===== src/rtl/result_serializer_if.sv =====
`default_nettype none
// +----------------------------------------------------------------------+
// | result_serializer_if : vector-in / element-out stream bundle          |
// | Rev 1.0                                                               |
// +----------------------------------------------------------------------+
interface result_serializer_if #(
  parameter int DATA_WIDTH = 16,
  parameter int N_ELEM     = 4
);
  localparam int IDX_W = (N_ELEM > 1) ? $clog2(N_ELEM) : 1;

  logic                         in_vld;
  logic                         in_rdy;
  logic [N_ELEM*DATA_WIDTH-1:0] in_data;
  logic                         result_vld;
  logic                         result_rdy;
  logic [DATA_WIDTH-1:0]        result_data;
  logic [IDX_W-1:0]             result_idx;
  logic                         result_last;

  // Upstream producer / downstream consumer side
  modport master (
    output in_vld, in_data, result_rdy,
    input  in_rdy, result_vld, result_data, result_idx, result_last
  );

  // Serializer side
  modport slave (
    input  in_vld, in_data, result_rdy,
    output in_rdy, result_vld, result_data, result_idx, result_last
  );
endinterface
`default_nettype wire


===== src/rtl/result_serializer.sv =====
`default_nettype none
// +----------------------------------------------------------------------+
// | result_serializer : accepts a result vector, emits one element/beat   |
// | Rev 1.0                                                               |
// +----------------------------------------------------------------------+
module result_serializer #(
  parameter int DATA_WIDTH = 16,
  parameter int N_ELEM     = 4,
  parameter int CNT_WIDTH  = 16
) (
  input  logic                 clk,
  input  logic                 rst,
  result_serializer_if.slave   bus,
  output logic                 busy,
  output logic [CNT_WIDTH-1:0] vec_cnt
);
  localparam int                IDX_W    = (N_ELEM > 1) ? $clog2(N_ELEM) : 1;
  localparam int                BUF_W    = N_ELEM * DATA_WIDTH;
  localparam logic [IDX_W-1:0]  LAST_IDX = IDX_W'(N_ELEM - 1);

  typedef enum logic [0:0] {
    IDLE = 1'b0,
    EMIT = 1'b1
  } state_t;

  state_t                state_q, state_d;
  logic [BUF_W-1:0]      buf_q, buf_d;
  logic [DATA_WIDTH-1:0] data_q, data_d;
  logic [IDX_W-1:0]      idx_q, idx_d;
  logic [CNT_WIDTH-1:0]  cnt_q, cnt_d;
  logic                  last;
  logic                  in_rdy;

  assign last   = (state_q == EMIT) && (idx_q == LAST_IDX);
  // Ready passes straight through from result_rdy on the final beat so a
  // new vector can replace the drained one without a bubble.
  assign in_rdy = (state_q == IDLE) || (last && bus.result_rdy);

  always_comb begin
    state_d = state_q;
    buf_d   = buf_q;
    data_d  = data_q;
    idx_d   = idx_q;
    cnt_d   = cnt_q;

    if (state_q == EMIT && bus.result_rdy) begin
      if (last) begin
        cnt_d   = cnt_q + CNT_WIDTH'(1);
        state_d = IDLE;
      end else begin
        idx_d  = idx_q + IDX_W'(1);
        data_d = buf_q[DATA_WIDTH-1:0];
        buf_d  = buf_q >> DATA_WIDTH;
      end
    end

    // The buffer holds only the not-yet-presented elements, element 0 goes
    // straight into the output register.
    if (bus.in_vld && in_rdy) begin
      data_d  = bus.in_data[DATA_WIDTH-1:0];
      buf_d   = bus.in_data >> DATA_WIDTH;
      idx_d   = '0;
      state_d = EMIT;
    end
  end

  always_ff @(posedge clk) begin
    if (rst) begin
      state_q <= IDLE;
      data_q  <= '0;
      idx_q   <= '0;
      cnt_q   <= '0;
    end else begin
      state_q <= state_d;
      data_q  <= data_d;
      idx_q   <= idx_d;
      cnt_q   <= cnt_d;
    end
    buf_q <= buf_d;
  end

  assign bus.in_rdy      = in_rdy;
  assign bus.result_vld  = (state_q == EMIT);
  assign bus.result_data = data_q;
  assign bus.result_idx  = idx_q;
  assign bus.result_last = last;
  assign busy            = (state_q == EMIT);
  assign vec_cnt         = cnt_q;
endmodule
`default_nettype wire


===== src/flat_wrapper.sv =====
// flat-port wrapper written by rule: the top's interface ports become plain ports
module result_serializer_flat 
#(
  parameter int DATA_WIDTH = 16,
  parameter int N_ELEM     = 4,
  parameter int CNT_WIDTH  = 16
)
  (clk, rst, busy, vec_cnt, bus_in_vld, bus_in_data, bus_result_rdy, bus_in_rdy, bus_result_vld, bus_result_data, bus_result_idx, bus_result_last);
  result_serializer_if #(.DATA_WIDTH(DATA_WIDTH), .N_ELEM(N_ELEM)) bus_i ();
  input  logic clk;
  input  logic rst;
  output logic busy;
  output logic [CNT_WIDTH-1:0] vec_cnt;
  input wire logic [$bits(bus_i.in_vld)-1:0] bus_in_vld;
  input wire logic [$bits(bus_i.in_data)-1:0] bus_in_data;
  input wire logic [$bits(bus_i.result_rdy)-1:0] bus_result_rdy;
  output wire logic [$bits(bus_i.in_rdy)-1:0] bus_in_rdy;
  output wire logic [$bits(bus_i.result_vld)-1:0] bus_result_vld;
  output wire logic [$bits(bus_i.result_data)-1:0] bus_result_data;
  output wire logic [$bits(bus_i.result_idx)-1:0] bus_result_idx;
  output wire logic [$bits(bus_i.result_last)-1:0] bus_result_last;
  assign bus_i.in_vld = bus_in_vld;
  assign bus_i.in_data = bus_in_data;
  assign bus_i.result_rdy = bus_result_rdy;
  assign bus_in_rdy = bus_i.in_rdy;
  assign bus_result_vld = bus_i.result_vld;
  assign bus_result_data = bus_i.result_data;
  assign bus_result_idx = bus_i.result_idx;
  assign bus_result_last = bus_i.result_last;
  result_serializer #(.DATA_WIDTH(DATA_WIDTH), .N_ELEM(N_ELEM), .CNT_WIDTH(CNT_WIDTH)) u_core (.clk(clk), .rst(rst), .bus(bus_i), .busy(busy), .vec_cnt(vec_cnt));
endmodule

===== config.mk =====
export PLATFORM = sky130hd
export DESIGN_NAME = result_serializer_flat
export DESIGN_NICKNAME = d
export VERILOG_FILES = /design/src/rtl/result_serializer_if.sv /design/src/rtl/result_serializer.sv /design/src/flat_wrapper.sv
export SDC_FILE = /design/constraint.sdc
export NUM_CORES = 1
export LEC_CHECK = 0
export BUFFER_PORTS_ARGS = -buffer_cell sky130_fd_sc_hd__buf_2
export CORE_MARGIN = 3
export CORE_UTILIZATION = 45
export DETAILED_ROUTE_END_ITERATION = 10
export PLACE_DENSITY = 0.77
export SKIP_CTS_REPAIR_TIMING = 1
export SYNTH_ARGS = -nofsm -noshare
export SYNTH_HDL_FRONTEND = slang
export SYNTH_SLANG_ARGS = --single-unit

===== constraint.sdc =====
create_clock -name clk -period 3.3 [get_ports clk]
set_input_delay 0.66 -clock clk [delete_from_list [all_inputs] [get_ports clk]]
set_output_delay 0.66 -clock clk [all_outputs]
set_load 0.02 [all_outputs]

==> reports/metrics.csv, run 1 <==
stage;metric;value;unit
setup_path;regToRegEndpoint;u_core.bus.result_data[1]$_SDFFE_PP0P_;
global_route;antenna_found_initial;0;
cells_and_area;final_common_cell;nand2_1;
timing;slew_viol_final;0;
timing;finalCriticalPeriod;2.20;ns
timing;worst_pin_slew;0.875;ns
die;ios;106;
timing;hold_viol;0;
global_route;grt_max_degree;81;
cells_and_area;nets;531;
worst_hold_path;min_to;u_core.bus.result_data[15]$_SDFFE_PP0P_;
power;peakVddDrop;0.248;mV
setup_path;rrSetupSlack;1.19;ns
die;initial_core_util;0.477;
detailed_routing;drtIter0Drc;138;
synth;yosysWarnings;0;
synth;synth_cells;366;
detailed_routing;first_pass_iters;4;
cells_and_area;antenna_cells;0;
worst_hold_path;min_from;u_core.bus.result_data[15]$_SDFFE_PP0P_;
die;dieArea;0.00900;mm^2
global_route;grt_overflow;0;
synth;syn_area;0.00355;mm^2
clocking;cts_tree;done;
timing;fin_ws;1.10;ns
synth;ys.flop_type;edfxtp_1;
setup_path;worstPathArrival;1.54;ns
placement;portBuffers;105;
power;p_leak;2.02;nW
synth;syn_avg_cell_area;9.71;um^2
detailed_routing;ant_nets;0;
cells_and_area;layout_common_cells;nand2_1, buf_2, edfxtp_1;
setup_path;rr_worst_depth;5;
die;die_h;94.9;um
synth;synth_edf_count;48;
placement;dpl.cell_count;549;
timing;fin_hold_ws;0.498;ns
timing;rsz0062_at_grt;no;
die;std_cell_rows;31;
timing;finalSetupViolCount;0;
setup_path;critPathRequiredTime;2.64;ns
synth;syn_nets;436;
global_route;grt_pass1_vias;2599;
clocking;cts.path.max_buffers;2;
synth;async_flop_share;0;
setup_path;crit_fanout;19;
synth;ys_ff_latch;83;
timing;finalCritPeriodShare;0.667;
timing;max_freq;454;MHz
power;cellPowerDensity;537;mW/mm^2
clocking;clkTransAtPathRegs;0.08;ns
clocking;clk_latency;0.34;ns
placement;dp_hpwl;5260;um
cells_and_area;drive_gt1_frac;0.277;
setup_path;endpoint_kind;output pin;
die;die_w;94.9;um
worst_hold_path;hold_class;reg -> reg;
synth;synth.distinct_cells;31;
clocking;clkSinkCount;83;
detailed_routing;wl;7660;um
clocking;htreeDepth;3;
setup_path;critPathLaunchType;flip-flop;
detailed_routing;vias_per_cell;4.99;
die;core;0.00745;mm^2
setup_path;r2r-start;u_core.bus.result_idx[0]$_SDFFE_PP0P_;
global_route;grt_usage;0.174;
detailed_routing;remaining_drc_errors;0;
detailed_routing;route.vias.total;2821;
global_route;grt_pass1_wl;12100;um
clocking;cts_root_buf;clkbuf_8;
flow_run;maxCapViolations;0;
cells_and_area;fin_cells;565;
placement;gp_congestion;0.783;
cells_and_area;area_growth_syn_to_layout;23.4;%
clocking;cts_buffers;9;
timing;fin_setup_tns;0;ns
outcome;status;completed;
detailed_routing;wl_per_cell;13.6;um
cells_and_area;utilization;0.589;
setup_path;crit_type;reg -> out;
worst_hold_path;hold_depth;2;
synth;ys_seq_area_frac;0.603;
timing;slew_headroom;0.417;
timing;final.setup_skew;0.00655;ns
placement;dp_slack;1.03;ns
## stage by stage
step | instance area, um^2 | total power [mW]
after floorplan | 3550 | 1.42
after global placement | 4150 | 1.51
after detailed placement | 4150 | 1.52
after CTS | 4390 | 2.38
after global routing | 4390 | 2.47
final | 4390 | 2.36
## registers in the layout (all words and copies together), names as in the netlist
register                flops
u_core.buf_q               48
u_core.bus.result_data     16
u_core.vec_cnt             16
u_core.bus.result_idx       2
u_core.bus.result_vld       1
## report_power, final
part | internal [mW] | total [mW] | switching, mW
clock | 0.501 | 0.860 | 0.358
sequential | 1.20 | 1.23 | 0.0299
combinational | 0.101 | 0.269 | 0.168
## routing by layer
metal / track usage / vias up / part of all wire
li1: - / 1440 / -
met1: 0.232 / 1275 / 0.44
met2: 0.277 / 96 / 0.47
met3: 0.0375 / 10 / 0.071
met4: 0.0697 / 0 / 0.012
met5: 0 / - / 0
## synthesized netlist by cell type, types with 2 or more instances
cell type | n | area share
ha_1 | 2 | 0.0070
nand4_1 | 5 | 0.0088
or3_4 | 2 | 0.0063
nor4_1 | 6 | 0.011
nor3_1 | 2 | 0.0028
nor2b_1 | 3 | 0.0053
mux2_1 | 2 | 0.0063
nand2_1 | 137 | 0.14
and2_1 | 2 | 0.0035
o21ai_1 | 3 | 0.0042
nand3_1 | 5 | 0.0070
buf_2 | 8 | 0.011
nor2_1 | 27 | 0.029
a21oi_1 | 6 | 0.0084
edfxtp_1 | 48 | 0.41
and3_1 | 18 | 0.032
or3_1 | 4 | 0.0070
a311oi_1 | 16 | 0.039
xnor2_1 | 6 | 0.015
inv_1 | 3 | 0.0032
clkbuf_1 | 14 | 0.015
xor2_1 | 4 | 0.0099
dfxtp_1 | 35 | 0.20
## worst max-delay path: stages (launching register included)
cell and delay, ns:
dfxtp_1 0.38, ha_1 0.28, a21bo_2 0.17, buf_4 0.18, buf_2 0.19
## worst max-delay path by stage
| stage | start | endpoint | cells past startpoint |
|---|---|---|---|
| floorplan | bus_in_vld | u_core.buf_q[0]$_DFFE_PP_ | 3 |
| global placement | bus_in_vld | u_core.bus.result_data[14]$_SDFFE_PP0P_ | 4 |
| finish | u_core.bus.result_idx[0]$_SDFFE_PP0P_ | bus_in_rdy | 4 |
| global route | u_core.bus.result_idx[0]$_SDFFE_PP0P_ | bus_in_rdy | 4 |
| detailed placement | bus_in_vld | u_core.bus.result_data[11]$_SDFFE_PP0P_ | 4 |
| CTS | u_core.bus.result_idx[0]$_SDFFE_PP0P_ | bus_in_rdy | 4 |
## area by class of cell
cell class	count	area, um^2
clock buffer	9	124
clock inverter	7	116
fill	680	3060
inverter	3	11.3
multi-input combinational	256	1310
sequential	83	2140
tap	99	124
timing repair buffer	108	561
## cells by family after synthesis
| logic type | after synthesis | synth area share |
|---|---|---|
| adder cells (fa/ha/maj) | 2 | 0.00704 |
| AND/OR/NAND/NOR | 213 | 0.264 |
| AO/OA/AOI/OAI | 28 | 0.0605 |
| multiplexers | 3 | 0.00915 |
| buffers and inverters | 27 | 0.0324 |
| flip-flops | 83 | 0.603 |
| XOR/XNOR | 10 | 0.0246 |
Power figures use the tool's default switching activity.
==> run 2: changes to the inputs <==
--- a/config.mk
+++ b/config.mk
@@ -9,7 +9,7 @@
 export CORE_MARGIN = 3
 export CORE_UTILIZATION = 45
 export DETAILED_ROUTE_END_ITERATION = 10
-export PLACE_DENSITY = 0.77
+export PLACE_DENSITY = 0.8
 export SKIP_CTS_REPAIR_TIMING = 1
 export SYNTH_ARGS = -nofsm -noshare
 export SYNTH_HDL_FRONTEND = slang
==> constraint.sdc (replaced) <==
create_clock -name clk -period 2 [get_ports clk]
set_input_delay 0.4 -clock clk [delete_from_list [all_inputs] [get_ports clk]]
set_output_delay 0.4 -clock clk [all_outputs]
set_load 0.02 [all_outputs]
==> run 2 against run 1 <==
Count of clock-buffer cells in the layout did not move; sequential power rose by 65%; utilization is 0.62 points higher; first-iteration DRC count is 5.8% lower; clock skew hardly changed; final area up 1.1%; worst hold slack got worse by 0.19 ns; wire length down 1.9%; flip-flop and latch count unchanged; die area is the same; register-to-register slack worse by 0.99 ns; via count rose by 0.53%; largest power group unchanged.
==> reports/metrics.csv, run 2 (synthesis gave the netlist of run 1 again) <==
stage;metric;value;unit;change
outcome;status;completed;;
global_route;grt_overflow;0;;unchanged
timing;max_freq;526;MHz;
placement;portBuffers;105;;unchanged
timing;finalCritPeriodShare;0.950;;
flow_run;maxCapViolations;0;;unchanged
cells_and_area;final_common_cell;nand2_1;;
placement;gp_congestion;0.822;;+5.0%
timing;fin_ws;0.0995;ns;-0.998 ns
detailed_routing;wl_per_cell;13.2;um;-2.4%
timing;finalCriticalPeriod;1.90;ns;
cells_and_area;fin_cells;568;;+0.53%
global_route;grt_pass1_wl;11800;um;-2.6%
cells_and_area;largest_reg_flops;48;;unchanged
placement;dpl.cell_count;552;;+0.55%
setup_path;worstPathArrival;1.50;ns;-0.04 ns
die;core;0.00745;mm^2;unchanged
clocking;cts_buffers;9;;unchanged
cells_and_area;utilization;0.595;;+0.00622
die;ios;106;;unchanged
timing;slew_viol_final;0;;unchanged
power;cellPowerDensity;862;mW/mm^2;+60%
detailed_routing;remaining_drc_errors;0;;unchanged
detailed_routing;vias_per_cell;4.99;;about the same
detailed_routing;ant_nets;0;;unchanged
power;p_leak;2.03;nW;+0.33%
setup_path;crit_fanout;18;;-1
setup_path;endpoint_kind;output pin;;
detailed_routing;wl;7520;um;-1.9%
clocking;clk_latency;0.35;ns;about the same
cells_and_area;antenna_cells;0;;unchanged
global_route;grt_max_degree;81;;unchanged
timing;rsz0062_at_grt;no;;
clocking;clkTransAtPathRegs;0.09;ns;about the same
clocking;htreeDepth;3;;unchanged
cells_and_area;top_register;u_core.buf_q;;
die;die_w;94.9;um;unchanged
die;dieArea;0.00900;mm^2;unchanged
setup_path;crit_type;reg -> out;;
die;die_h;94.9;um;unchanged
cells_and_area;area_growth_syn_to_layout;24.7;%;
timing;fin_setup_tns;0;ns;unchanged
detailed_routing;drtIter0Drc;130;;-5.8%
clocking;clkSinkCount;83;;unchanged
placement;dp_slack;0.114;ns;-0.911 ns
cells_and_area;fillers;649;;-4.6%
timing;hold_viol;0;;unchanged
setup_path;critPathLaunchType;flip-flop;;
timing;slew_headroom;0.706;;+0.289
global_route;grt_usage;0.171;;-0.00348
die;std_cell_rows;31;;unchanged
clocking;cts_root_buf;clkbuf_8;;
cells_and_area;drive_gt1_frac;0.288;;+0.0110
clocking;cts_tree;done;;
die;initial_core_util;0.477;;unchanged
timing;worst_pin_slew;0.442;ns;-0.433 ns
detailed_routing;first_pass_iters;4;;unchanged
cells_and_area;layout_common_cells;nand2_1, buf_2, edfxtp_1;;
setup_path;critPathRequiredTime;1.60;ns;-1.04 ns
global_route;antenna_found_initial;0;;unchanged
global_route;grt_pass1_vias;2633;;+1.3%
clocking;cts.path.max_buffers;2;;unchanged
cells_and_area;nets;534;;+0.56%
placement;dp_hpwl;5380;um;+2.2%
timing;finalSetupViolCount;0;;unchanged
timing;final.setup_skew;0.00683;ns;+0.000281 ns
worst_hold_path;hold_class;in -> reg;;
power;peakVddDrop;0.456;mV;+84%
detailed_routing;route.vias.total;2836;;+0.53%
==> run 2: final cells by class <==
type / instances / area [um^2] / share of cell area
Clock buffer: 9 / 124 / 0.0279
Clock inverter: 7 / 101 / 0.0229
Inverter: 3 / 11.3 / 0.00254
Multi-Input combinational cell: 256 / 1320 / 0.298
Sequential cell: 83 / 2140 / 0.483
Tap cell: 99 / 124 / 0.0279
Timing Repair Buffer: 111 / 608 / 0.137
==> run 2: metrics by stage <==
stage               hold WS (ns)  cell area, um^2  power, mW
global placement           0.481             4200       2.51
CTS                        0.292             4420       3.85
detailed placement         0.487             4200       2.53
floorplan                  0.491             3560       2.34
global route               0.291             4430       4.00
finish                     0.308             4430       3.82
==> run 2: critical path, cell delays in order (launching register included) <==
cell,delay (ns)
dfxtp_1,0.42
ha_4,0.20
a21bo_2,0.16
buf_4,0.19
buf_2,0.19
==> run 2: power breakdown <==
part | total [mW] | internal, mW | leakage, nW | switching, mW
sequential | 2.03 | 1.98 | 0.777 | 0.0483
clock | 1.34 | 0.711 | 0.106 | 0.627
combinational | 0.457 | 0.178 | 1.15 | 0.279
total | 3.82 | 2.87 | 2.03 | 0.955
==> run 2: final timing paths <==
check	cells past startpoint	end	slack [ns]	startpoint
min	3	u_core.buf_q[25]$_DFFE_PP_	0.31	bus_in_data[41]
max reg2reg	5	u_core.vec_cnt[12]$_SDFFE_PP0P_	0.20	u_core.bus.result_idx[0]$_SDFFE_PP0P_
min reg2reg	2	u_core.bus.result_data[2]$_SDFFE_PP0P_	0.49	u_core.bus.result_data[2]$_SDFFE_PP0P_
max	4	bus_in_rdy	0.1	u_core.bus.result_idx[0]$_SDFFE_PP0P_
==> run 2: routing by layer <==
| layer | global-route usage | part of all wire | vias to the layer above |
|---|---|---|---|
| met3 | 0.0430 | 0.062 | 8 |
| met4 | 0.0769 | 0.013 | 0 |
| met1 | 0.221 | 0.44 | 1298 |
| li1 | - | - | 1447 |
| met2 | 0.269 | 0.48 | 83 |
| met5 | 0 | 0 | - |
==> run 3: changes to the inputs <==
--- a/config.mk
+++ b/config.mk
@@ -9,6 +9,7 @@
 export CORE_MARGIN = 3
 export CORE_UTILIZATION = 45
 export DETAILED_ROUTE_END_ITERATION = 10
+export GPL_TIMING_DRIVEN = 0
 export PLACE_DENSITY = 0.8
 export SKIP_CTS_REPAIR_TIMING = 1
 export SYNTH_ARGS = -nofsm -noshare
==> constraint.sdc (replaced) <==
create_clock -name clk -period 2 [get_ports clk]
set_input_delay 0.3 -clock clk [delete_from_list [all_inputs] [get_ports clk]]
set_output_delay 0.3 -clock clk [all_outputs]
set_load 0.02 [all_outputs]
==> run 3 against run 2 <==
Fmax increased by 1.9%; clock power barely moved; utilization grew 0.27 points; critical path depth up 1; worst setup slack better by 0.035 ns; via count increased by 2.0%; count of clock-buffer cells in the layout increased by 4; cell count increased by 3.0%; non-clock buffer count rose by 17; flip-flop and latch count did not move; sequential share of layout area fell by 0.16 points; critical endpoint unchanged; global-route usage up 0.92 points.
==> reports/metrics.csv, run 3 (synthesis gave the netlist of run 1 again) <==
stage;metric;value;unit;change
clocking;clk_latency;0.34;ns;about the same
placement;portBuffers;104;;-0.95%
global_route;grt_busiest_layer;met2;;
setup_path;critPathCapture;bus_in_rdy;;
power;finalPower;3.80;mW;-0.65%
clocking;cts_tree;done;;
flow_run;maxCapViolations;0;;unchanged
cells_and_area;nets;551;;+3.2%
die;ios;106;;unchanged
global_route;use_met1;0.216;;-0.00529
cells_and_area;fillers;667;;+2.8%
timing;worst_pin_slew;0.504;ns;+0.0624 ns
detailed_routing;wl;7820;um;+4.0%
die;die_h;94.9;um;unchanged
setup_path;crit_type;reg -> out;;
timing;finalCriticalPeriod;1.87;ns;-0.0351 ns
cells_and_area;antenna_cells;0;;unchanged
global_route;grt_max_degree;58;;-28%
setup_path;critPathRequiredTime;1.70;ns;+0.10 ns
global_route;grt_usage;0.180;;+0.00922
global_route;global_route.usage.met2;0.319;;+0.0505
setup_path;rr_worst_depth;7;;+2
timing;slew_viol_final;0;;unchanged
global_route;antenna_found_initial;0;;unchanged
cells_and_area;drive_gt1_frac;0.286;;-0.00184
detailed_routing;remaining_drc_errors;0;;unchanged
timing;hold_viol;0;;unchanged
power;peakVddDrop;0.670;mV;+47%
timing;max_freq;536;MHz;+1.9%
timing;finalCritPeriodShare;0.933;;-0.0175
power;cellPowerDensity;852;mW/mm^2;-1.1%
setup_path;r2r-start;u_core.bus.result_idx[0]$_SDFFE_PP0P_;;
cells_and_area;final_common_cell;nand2_1;;
clocking;cts.path.max_buffers;2;;unchanged
setup_path;cpMostUsedCell;buf_2;;
setup_path;endpoint_kind;output pin;;
timing;final.setup_skew;0.0174;ns;+0.0106 ns
cells_and_area;top_register;u_core.buf_q;;
global_route;grt_overflow;0;;unchanged
setup_path;regToRegEndpoint;u_core.bus.result_data[10]$_SDFFE_PP0P_;;
setup_path;slowest_delay;0.37;ns;-0.05 ns
timing;slew_headroom;0.664;;-0.0416
setup_path;path_cells;ha_4 > a21bo_2 > buf_2 > clkbuf_4 > buf_2;;
power;p_leak;2.05;nW;+1.1%
placement;gp_congestion;0.804;;-2.2%
setup_path;crit_fanout;10;;-8
die;initial_core_util;0.477;;unchanged
clocking;cts_buffers;9;;unchanged
cells_and_area;finalInstanceArea;0.00445;mm^2;+0.45%
global_route;grt_pass1_wl;12500;um;+5.6%
outcome;status;completed;;
die;std_cell_rows;31;;unchanged
setup_path;critPathLaunchType;flip-flop;;
clocking;cts_root_buf;clkbuf_8;;
detailed_routing;wl_per_cell;13.4;um;+0.98%
detailed_routing;drtIter0Drc;112;;-14%
cells_and_area;largest_reg_flops;48;;unchanged
cells_and_area;area.sequential;0.00215;mm^2;+0.12%
die;core;0.00745;mm^2;unchanged
timing;rsz0062_at_grt;no;;
global_route;grt_pass1_vias;2775;;+5.4%
global_route;grt_use_met3;0.0367;;-0.00637
setup_path;rrSetupSlack;0.16;ns;-0.04 ns
setup_path;crit_start;u_core.bus.result_idx[0]$_SDFFE_PP0P_;;
placement;dp_hpwl;5980;um;+11%
setup_path;crit_slowest_cell;dfxtp_2;;
cells_and_area;multi_input_area;0.00131;mm^2;-0.95%
setup_path;worstPathArrival;1.57;ns;+0.07 ns
placement;placed_cell_area;0.00420;mm^2;+0.18%
clocking;clkSinkCount;83;;unchanged
clocking;htreeDepth;3;;unchanged
clocking;clkTransAtPathRegs;0.09;ns;about the same
timing;finalSetupViolCount;0;;unchanged
cells_and_area;area_growth_syn_to_layout;25.3;%;
worst_hold_path;hold_class;in -> reg;;
detailed_routing;ant_nets;0;;unchanged
detailed_routing;vias_per_cell;4.94;;-0.99%
detailed_routing;first_pass_iters;4;;unchanged
cells_and_area;layout_common_cells;nand2_1, buf_2, edfxtp_1;;
die;die_w;94.9;um;unchanged
die;dieArea;0.00900;mm^2;unchanged
detailed_routing;route.vias.total;2892;;+2.0%
## run 3: layout make-up
| type | instances | area share |
|---|---|---|
| Buffer | 24 | 0.0270 |
| Clock buffer | 13 | 0.0407 |
| Clock inverter | 3 | 0.00927 |
| Inverter | 3 | 0.00253 |
| Multi-Input combinational cell | 256 | 0.294 |
| Sequential cell | 83 | 0.482 |
| Tap cell | 99 | 0.0278 |
| Timing Repair Buffer | 104 | 0.117 |
## run 3: worst min path at each step
stage	from	end	slack [ns]	depth (start not counted)
finish	bus_in_data[25]	u_core.buf_q[9]$_DFFE_PP_	0.22	3
floorplan	bus_in_data[0]	u_core.bus.result_data[0]$_SDFFE_PP0P_	0.46	2
global placement	u_core.bus.result_data[15]$_SDFFE_PP0P_	u_core.bus.result_data[15]$_SDFFE_PP0P_	0.48	2
CTS	bus_in_data[25]	u_core.buf_q[9]$_DFFE_PP_	0.20	3
detailed placement	u_core.bus.result_data[2]$_SDFFE_PP0P_	u_core.bus.result_data[2]$_SDFFE_PP0P_	0.49	2
global route	bus_in_data[41]	u_core.buf_q[25]$_DFFE_PP_	0.21	3
## run 3: critical path, delay by kind of cell (launching register included)
| kind | cells | cell delay, ns |
|---|---|---|
| flip-flops | 1 | 0.37 |
| adder cells (fa/ha/maj) | 1 | 0.17 |
| AO/OA/AOI/OAI | 1 | 0.13 |
| buffers and inverters | 3 | 0.56 |
## run 3: metrics by stage
stage               cells  hold slack, ns  setup TNS [ns]  utilization  worst slack (ns)
global route          585           0.213               0        0.598            0.0207
CTS                   585           0.203          -11.75        0.594            -0.212
detailed placement    569           0.489          -11.02        0.564            -0.208
global placement      569           0.483           -9.21        0.564            -0.170
floorplan             366           0.459               0            -            0.0320
finish                585           0.216               0        0.598             0.135
## run 3: per-layer routing
layer	up-vias	share of wire
met1	1312	0.42
met3	8	0.063
met5	-	0
li1	1481	-
met4	0	0.0093
met2	91	0.51
## run 3: where the power goes
part	total (mW)	switching [mW]	internal, mW
sequential	2.03	0.0500	1.98
clock	1.31	0.582	0.730
combinational	0.456	0.282	0.174
total	3.80	0.915	2.88
